`config.mk`:
```
export PLATFORM = sky130hd
export DESIGN_NAME = vga_timing_gen
export DESIGN_NICKNAME = d
export VERILOG_FILES = /design/src/rtl/vga_timing_pkg.sv /design/src/rtl/vga_delay_line.sv /design/src/rtl/vga_timing_gen.sv
export SDC_FILE = /design/constraint.sdc
export NUM_CORES = 1
export LEC_CHECK = 0
export ABC_AREA = 1
export ABC_CLOCK_PERIOD_IN_PS = 3440
export CORE_MARGIN = 2
export CORE_UTILIZATION = 47
export CTS_CLUSTER_DIAMETER = 200
export CTS_CLUSTER_SIZE = 10
export DETAILED_ROUTE_END_ITERATION = 7
export HOLD_SLACK_MARGIN = 0.08
export PLACE_DENSITY_LB_ADDON = 0.2
export RECOVER_POWER = 25
export SYNTH_ARGS = -nofsm -noshare
export SYNTH_HDL_FRONTEND = slang
export SYNTH_SLANG_ARGS = --single-unit
```
`constraint.sdc`:
```
create_clock -name CLOCK_25 -period 3.44 [get_ports CLOCK_25]
set_input_delay 0.688 -clock CLOCK_25 [delete_from_list [all_inputs] [get_ports CLOCK_25]]
set_output_delay 0.688 -clock CLOCK_25 [all_outputs]
set_load 0.02 [all_outputs]
```
`src/rtl/vga_timing_pkg.sv`:
```
// Shared timing constants, frame-total helper and the per-pixel control word
// used by the VGA timing generator.
package vga_timing_pkg;

    localparam int DEF_H_ACTIVE = 640;
    localparam int DEF_H_FP     = 16;
    localparam int DEF_H_SYNC   = 96;
    localparam int DEF_H_BP     = 48;
    localparam int DEF_V_ACTIVE = 480;
    localparam int DEF_V_FP     = 10;
    localparam int DEF_V_SYNC   = 2;
    localparam int DEF_V_BP     = 33;

    // Sync bits are stored as "asserted" flags; polarity is applied at the pins.
    typedef struct packed {
        logic hs;
        logic vs;
        logic active;
    } ctrl_t;

    localparam ctrl_t CTRL_IDLE = '{hs: 1'b0, vs: 1'b0, active: 1'b0};

    function automatic int calc_total(input int active, input int fp,
                                      input int sync, input int bp);
        return active + fp + sync + bp;
    endfunction

endpackage

```
`src/rtl/vga_delay_line.sv`:
```
// Shift register of parametrised depth and width with synchronous reset to a
// fixed value; depth 0 is a plain wire.
module vga_delay_line #(
    parameter int               DEPTH   = 2,
    parameter int               WIDTH   = 3,
    parameter logic [WIDTH-1:0] RST_VAL = '0
) (
    input  logic             i_clk,
    input  logic             i_rst,
    input  logic [WIDTH-1:0] i_data,
    output logic [WIDTH-1:0] o_data
);

    generate
        if (DEPTH == 0) begin : g_bypass
            logic w_unused;
            assign w_unused = i_clk ^ i_rst;
            assign o_data   = i_data;
        end else begin : g_shift
            logic [WIDTH-1:0] r_stage [DEPTH];

            always_ff @(posedge i_clk) begin
                if (i_rst) begin
                    for (int i = 0; i < DEPTH; i++) begin
                        r_stage[i] <= RST_VAL;
                    end
                end else begin
                    r_stage[0] <= i_data;
                    for (int i = 1; i < DEPTH; i++) begin
                        r_stage[i] <= r_stage[i-1];
                    end
                end
            end

            assign o_data = r_stage[DEPTH-1];
        end
    endgenerate

endmodule

```
`src/rtl/vga_timing_gen.sv`:
```
// Parametrised VGA timing generator: issues pixel requests ahead of time and
// re-aligns syncs/blanking with RGB returned by a fixed-latency pixel source.
module vga_timing_gen
    import vga_timing_pkg::*;
#(
    parameter int H_ACTIVE = DEF_H_ACTIVE,
    parameter int H_FP     = DEF_H_FP,
    parameter int H_SYNC   = DEF_H_SYNC,
    parameter int H_BP     = DEF_H_BP,
    parameter int V_ACTIVE = DEF_V_ACTIVE,
    parameter int V_FP     = DEF_V_FP,
    parameter int V_SYNC   = DEF_V_SYNC,
    parameter int V_BP     = DEF_V_BP,
    parameter bit HS_POL   = 1'b0,
    parameter bit VS_POL   = 1'b0,
    parameter int LATENCY  = 2,
    parameter int COORD_W  = 10,
    parameter int COLOR_W  = 8
) (
    input  logic               CLOCK_25,
    input  logic               reset,
    input  logic [COLOR_W-1:0] R_in,
    input  logic [COLOR_W-1:0] G_in,
    input  logic [COLOR_W-1:0] B_in,
    output logic [COORD_W-1:0] next_x,
    output logic [COORD_W-1:0] next_y,
    output logic               next_valid,
    output logic               frame_start,
    output logic               line_start,
    output logic               VGA_CLK,
    output logic               VGA_HS,
    output logic               VGA_VS,
    output logic               VGA_BLANK_N,
    output logic               VGA_SYNC_N,
    output logic [COLOR_W-1:0] VGA_R,
    output logic [COLOR_W-1:0] VGA_G,
    output logic [COLOR_W-1:0] VGA_B
);

    localparam int H_TOTAL = calc_total(H_ACTIVE, H_FP, H_SYNC, H_BP);
    localparam int V_TOTAL = calc_total(V_ACTIVE, V_FP, V_SYNC, V_BP);

    localparam logic [COORD_W-1:0] H_LAST     = COORD_W'(H_TOTAL - 1);
    localparam logic [COORD_W-1:0] V_LAST     = COORD_W'(V_TOTAL - 1);
    localparam logic [COORD_W-1:0] H_ACT_END  = COORD_W'(H_ACTIVE);
    localparam logic [COORD_W-1:0] V_ACT_END  = COORD_W'(V_ACTIVE);
    localparam logic [COORD_W-1:0] H_SYNC_BEG = COORD_W'(H_ACTIVE + H_FP);
    localparam logic [COORD_W-1:0] H_SYNC_END = COORD_W'(H_ACTIVE + H_FP + H_SYNC);
    localparam logic [COORD_W-1:0] V_SYNC_BEG = COORD_W'(V_ACTIVE + V_FP);
    localparam logic [COORD_W-1:0] V_SYNC_END = COORD_W'(V_ACTIVE + V_FP + V_SYNC);

    logic [COORD_W-1:0] r_h_cnt;
    logic [COORD_W-1:0] r_v_cnt;

    always_ff @(posedge CLOCK_25) begin
        if (reset) begin
            r_h_cnt <= '0;
            r_v_cnt <= '0;
        end else if (r_h_cnt == H_LAST) begin
            r_h_cnt <= '0;
            r_v_cnt <= (r_v_cnt == V_LAST) ? '0 : r_v_cnt + 1'b1;
        end else begin
            r_h_cnt <= r_h_cnt + 1'b1;
        end
    end

    // Request stage: combinational from the counters.
    logic  w_active;
    ctrl_t w_ctrl;

    always_comb begin
        w_active    = (r_h_cnt < H_ACT_END) && (r_v_cnt < V_ACT_END);
        next_valid  = w_active;
        next_x      = w_active ? r_h_cnt : '0;
        next_y      = w_active ? r_v_cnt : '0;
        line_start  = (r_h_cnt == '0);
        frame_start = (r_h_cnt == '0) && (r_v_cnt == '0);

        w_ctrl        = CTRL_IDLE;
        w_ctrl.hs     = (r_h_cnt >= H_SYNC_BEG) && (r_h_cnt < H_SYNC_END);
        w_ctrl.vs     = (r_v_cnt >= V_SYNC_BEG) && (r_v_cnt < V_SYNC_END);
        w_ctrl.active = w_active;
    end

    // Control word waits LATENCY cycles so it meets the matching pixel data.
    logic [$bits(ctrl_t)-1:0] w_dly_bits;
    ctrl_t                    w_dly;

    vga_delay_line #(
        .DEPTH  (LATENCY),
        .WIDTH  ($bits(ctrl_t)),
        .RST_VAL(CTRL_IDLE)
    ) u_ctrl_dly (
        .i_clk (CLOCK_25),
        .i_rst (reset),
        .i_data(w_ctrl),
        .o_data(w_dly_bits)
    );

    assign w_dly = ctrl_t'(w_dly_bits);

    // Output stage: syncs and RGB registered together, so they never skew.
    logic               r_hs;
    logic               r_vs;
    logic               r_blank_n;
    logic [COLOR_W-1:0] r_red;
    logic [COLOR_W-1:0] r_grn;
    logic [COLOR_W-1:0] r_blu;

    always_ff @(posedge CLOCK_25) begin
        if (reset) begin
            r_hs      <= ~HS_POL;
            r_vs      <= ~VS_POL;
            r_blank_n <= 1'b0;
            r_red     <= '0;
            r_grn     <= '0;
            r_blu     <= '0;
        end else begin
            r_hs      <= w_dly.hs ? HS_POL : ~HS_POL;
            r_vs      <= w_dly.vs ? VS_POL : ~VS_POL;
            r_blank_n <= w_dly.active;
            r_red     <= w_dly.active ? R_in : '0;
            r_grn     <= w_dly.active ? G_in : '0;
            r_blu     <= w_dly.active ? B_in : '0;
        end
    end

    assign VGA_CLK     = CLOCK_25;
    assign VGA_SYNC_N  = 1'b1;
    assign VGA_HS      = r_hs;
    assign VGA_VS      = r_vs;
    assign VGA_BLANK_N = r_blank_n;
    assign VGA_R       = r_red;
    assign VGA_G       = r_grn;
    assign VGA_B       = r_blu;

endmodule
```
==> summary.md <==
| Metric | Value |
|---|---|
| Most frequent cells in the layout | `83 x nor2_1, 74 x clkdlybuf4s50_1, 53 x dfxtp_1, 53 x inv_1, 50 x nand2_1` |
| Clk Latency, worst-skew pair | `0.40 ns` |
| PD cells | `417 nW/um^2` |
| Initial DRC count | `172` |
| Vias in the first global route | `1774` |
| Drt drc | `0` |
| Max cap viols | `0` |
| Register Area | `1060 sq um` |
| Asr flop ratio synth | `0` |
| Post-synth top area cell | `dfxtp_1` |
| Pleak | `1.33 nW` |
| # Post-CTS Setup Buffers | `0` |
| Worst slew pin tran | `0.801 ns` |
| Die height | `71.8 um` |
| Number of synthesized flops with an enable pin | `0` |
| Crit path arrival time | `2.47 ns` |
| RSZ-0062 raised after global routing | `false` |
| Cts repair resizes | `0` |
| Hold Crit Class | `reg2reg` |
| Synthesized area | `2160 sq um` |
| Final Hold Fails | `0` |
| Routed wire length | `4660 um` |
| Layout Nets | `408` |
| Worst-path clk slew | `0.09 ns` |
| Initial antenna violation count | `0` |
| Site Rows | `24` |
| Final TNS setup | `0 ns` |
| Wire per inst | `10.8 um` |
| Die Wd | `71.8 um` |
| CP required | `2.75 ns` |
| Post-synth top flop | `dfxtp_1` |
| Largest net degree at the start of global routing | `26` |
| Area contributors post-synth | `dfxtp_1 49%, nor2_1 14%, inv_1 9.2%` |
| Final Wtd Congestion | `0.928` |
| Peak supply drop | `0.602 mV` |
| Status | `complete, no violations` |
| Drt pass-1 iters | `4` |
| Total grt overflow | `0` |
| Fin. max-slew vios | `0` |
| CTS tree | `done` |
| Max-slew headroom at the worst pin | `0.464` |
| HPWL Detailed | `3620 um` |
| Synthesized instance count | `300` |
| Post-synthesis sequential area ratio | `0.491` |
| First-pass GRT wire length | `7590 um` |
| Total track usage | `0.188` |
| Critical path class | `clk2out` |
| Commonest non-fill, non-tap cell in the layout | `nor2_1` |
| CTS Hold Buffers Added | `0` |
| Mapped Nets | `330` |
| Area delta synth->final | `41.7%` |
| Top-area cell type share of the netlist area | `0.491` |
| Setup violators final | `0` |
| Starting Density | `0.493` |
| Achievable Freq | `0.320 GHz` |
| Share of cells above drive strength 1 | `0.0422` |
| Core area | `4380 sq um` |
| Io pins | `78` |
| IO Port Bufs | `75` |
| Seq cells post-synth | `53` |
| Clock skew | `0.00458 ns` |
| Worst Setup Start Kind | `clock port` |
| # diodes | `0` |
| Power, Total | `1.28 mW` |
| Minimum clock period | `3.16 ns` |
| Max FO, Critical Path | `2` |
| Worst Setup End Kind | `output pin` |
| Mapped Avg Cell Area | `7.20 sq um` |
| Vias per Instance | `4.56` |
| Area of the multi-input gates | `805 sq um` |
| Vias | `1965` |
| Die ar. | `5150 sq um` |
| YS warnings | `0` |
| Fill cells | `383` |
| Post-route clock period utilization | `0.918` |
| ANT nets after route | `0` |
| Yosys cell types | `23` |
cell families after synthesis:
kind of cell,share of synthesized area
compound gates,0.0232
xor+xnor,0.0122
fa+ha+maj,0.0232
buf+inv,0.126
simple gates,0.321
other cells,0.00348
flops,0.491
per-layer routing:
metal	track usage	wire length, um	vias up
li1	-	-	1042
met1	0.207	1900	856
met2	0.334	2440	60
met3	0.0563	274	7
met4	0.0776	50	0
met5	0	0	-
where the power goes:
group	total (mW)	switching, mW	leakage (nW)	internal [mW]
Sequential	0.630	0.00485	0.430	0.625
Clock	0.538	0.225	0.0809	0.312
Combinational	0.108	0.0498	0.814	0.0579
Total	1.28	0.280	1.33	0.995
worst paths after layout:
kind,startpoint,to,slack [ns],cells after the start
hold reg to reg,u_ctrl_dly.g_shift.r_stage[0][5],VGA_HS,0.37,1
setup / recovery,CLOCK_25,VGA_CLK,0.28,3
setup reg to reg,r_h_cnt[0],r_v_cnt[8],1.45,8
hold / removal,u_ctrl_dly.g_shift.r_stage[0][5],VGA_HS,0.37,1
critical path, stage by stage:
cell and delay, ns:
clkbuf_8 0.11, clkbuf_8 0.12, clkdlybuf4s50_1 0.52
metrics by stage:
stage	utilization	cells	worst slack (ns)	cell area (sq um)	hold WS, ns
global placement	0.668	420	0.524	2930	0.355
CTS	0.703	431	0.271	3080	0.379
detailed placement	0.668	420	0.524	2930	0.356
finish	0.698	431	0.281	3060	0.374
floorplan	-	300	0.898	2160	0.352
global route	0.698	431	0.0856	3060	0.380
state kept, by name (all words and copies together) (netlist names):
register	count
VGA_G	8
VGA_R	8
VGA_BLANK_N	1
r_v_cnt	10
VGA_VS	1
VGA_HS	1
VGA_B	8
r_h_cnt	10
u_ctrl_dly.g_shift.r_stage	6
final cells by class:
type	instances	area share
multi-input cells	182	0.263
repair buffers	76	0.247
clock buffers	10	0.0405
clock inverters	2	0.0127
flip-flops and latches	53	0.347
inverters	56	0.0687
well taps	52	0.0213
cells in the mapped netlist, types with 3 or more instances:
library cell  number
nor2_1            81
dfxtp_1           53
inv_1             53
nand2_1           47
nand3_1           14
nand4_1            5
nor3_1             5
o21ai_0            5
a21oi_1            4
buf_2              4
buf_4              4
ha_1               4
nand2_2            4
nor3b_1            3
xor2_1             3
(Power assumes the default switching activity.)
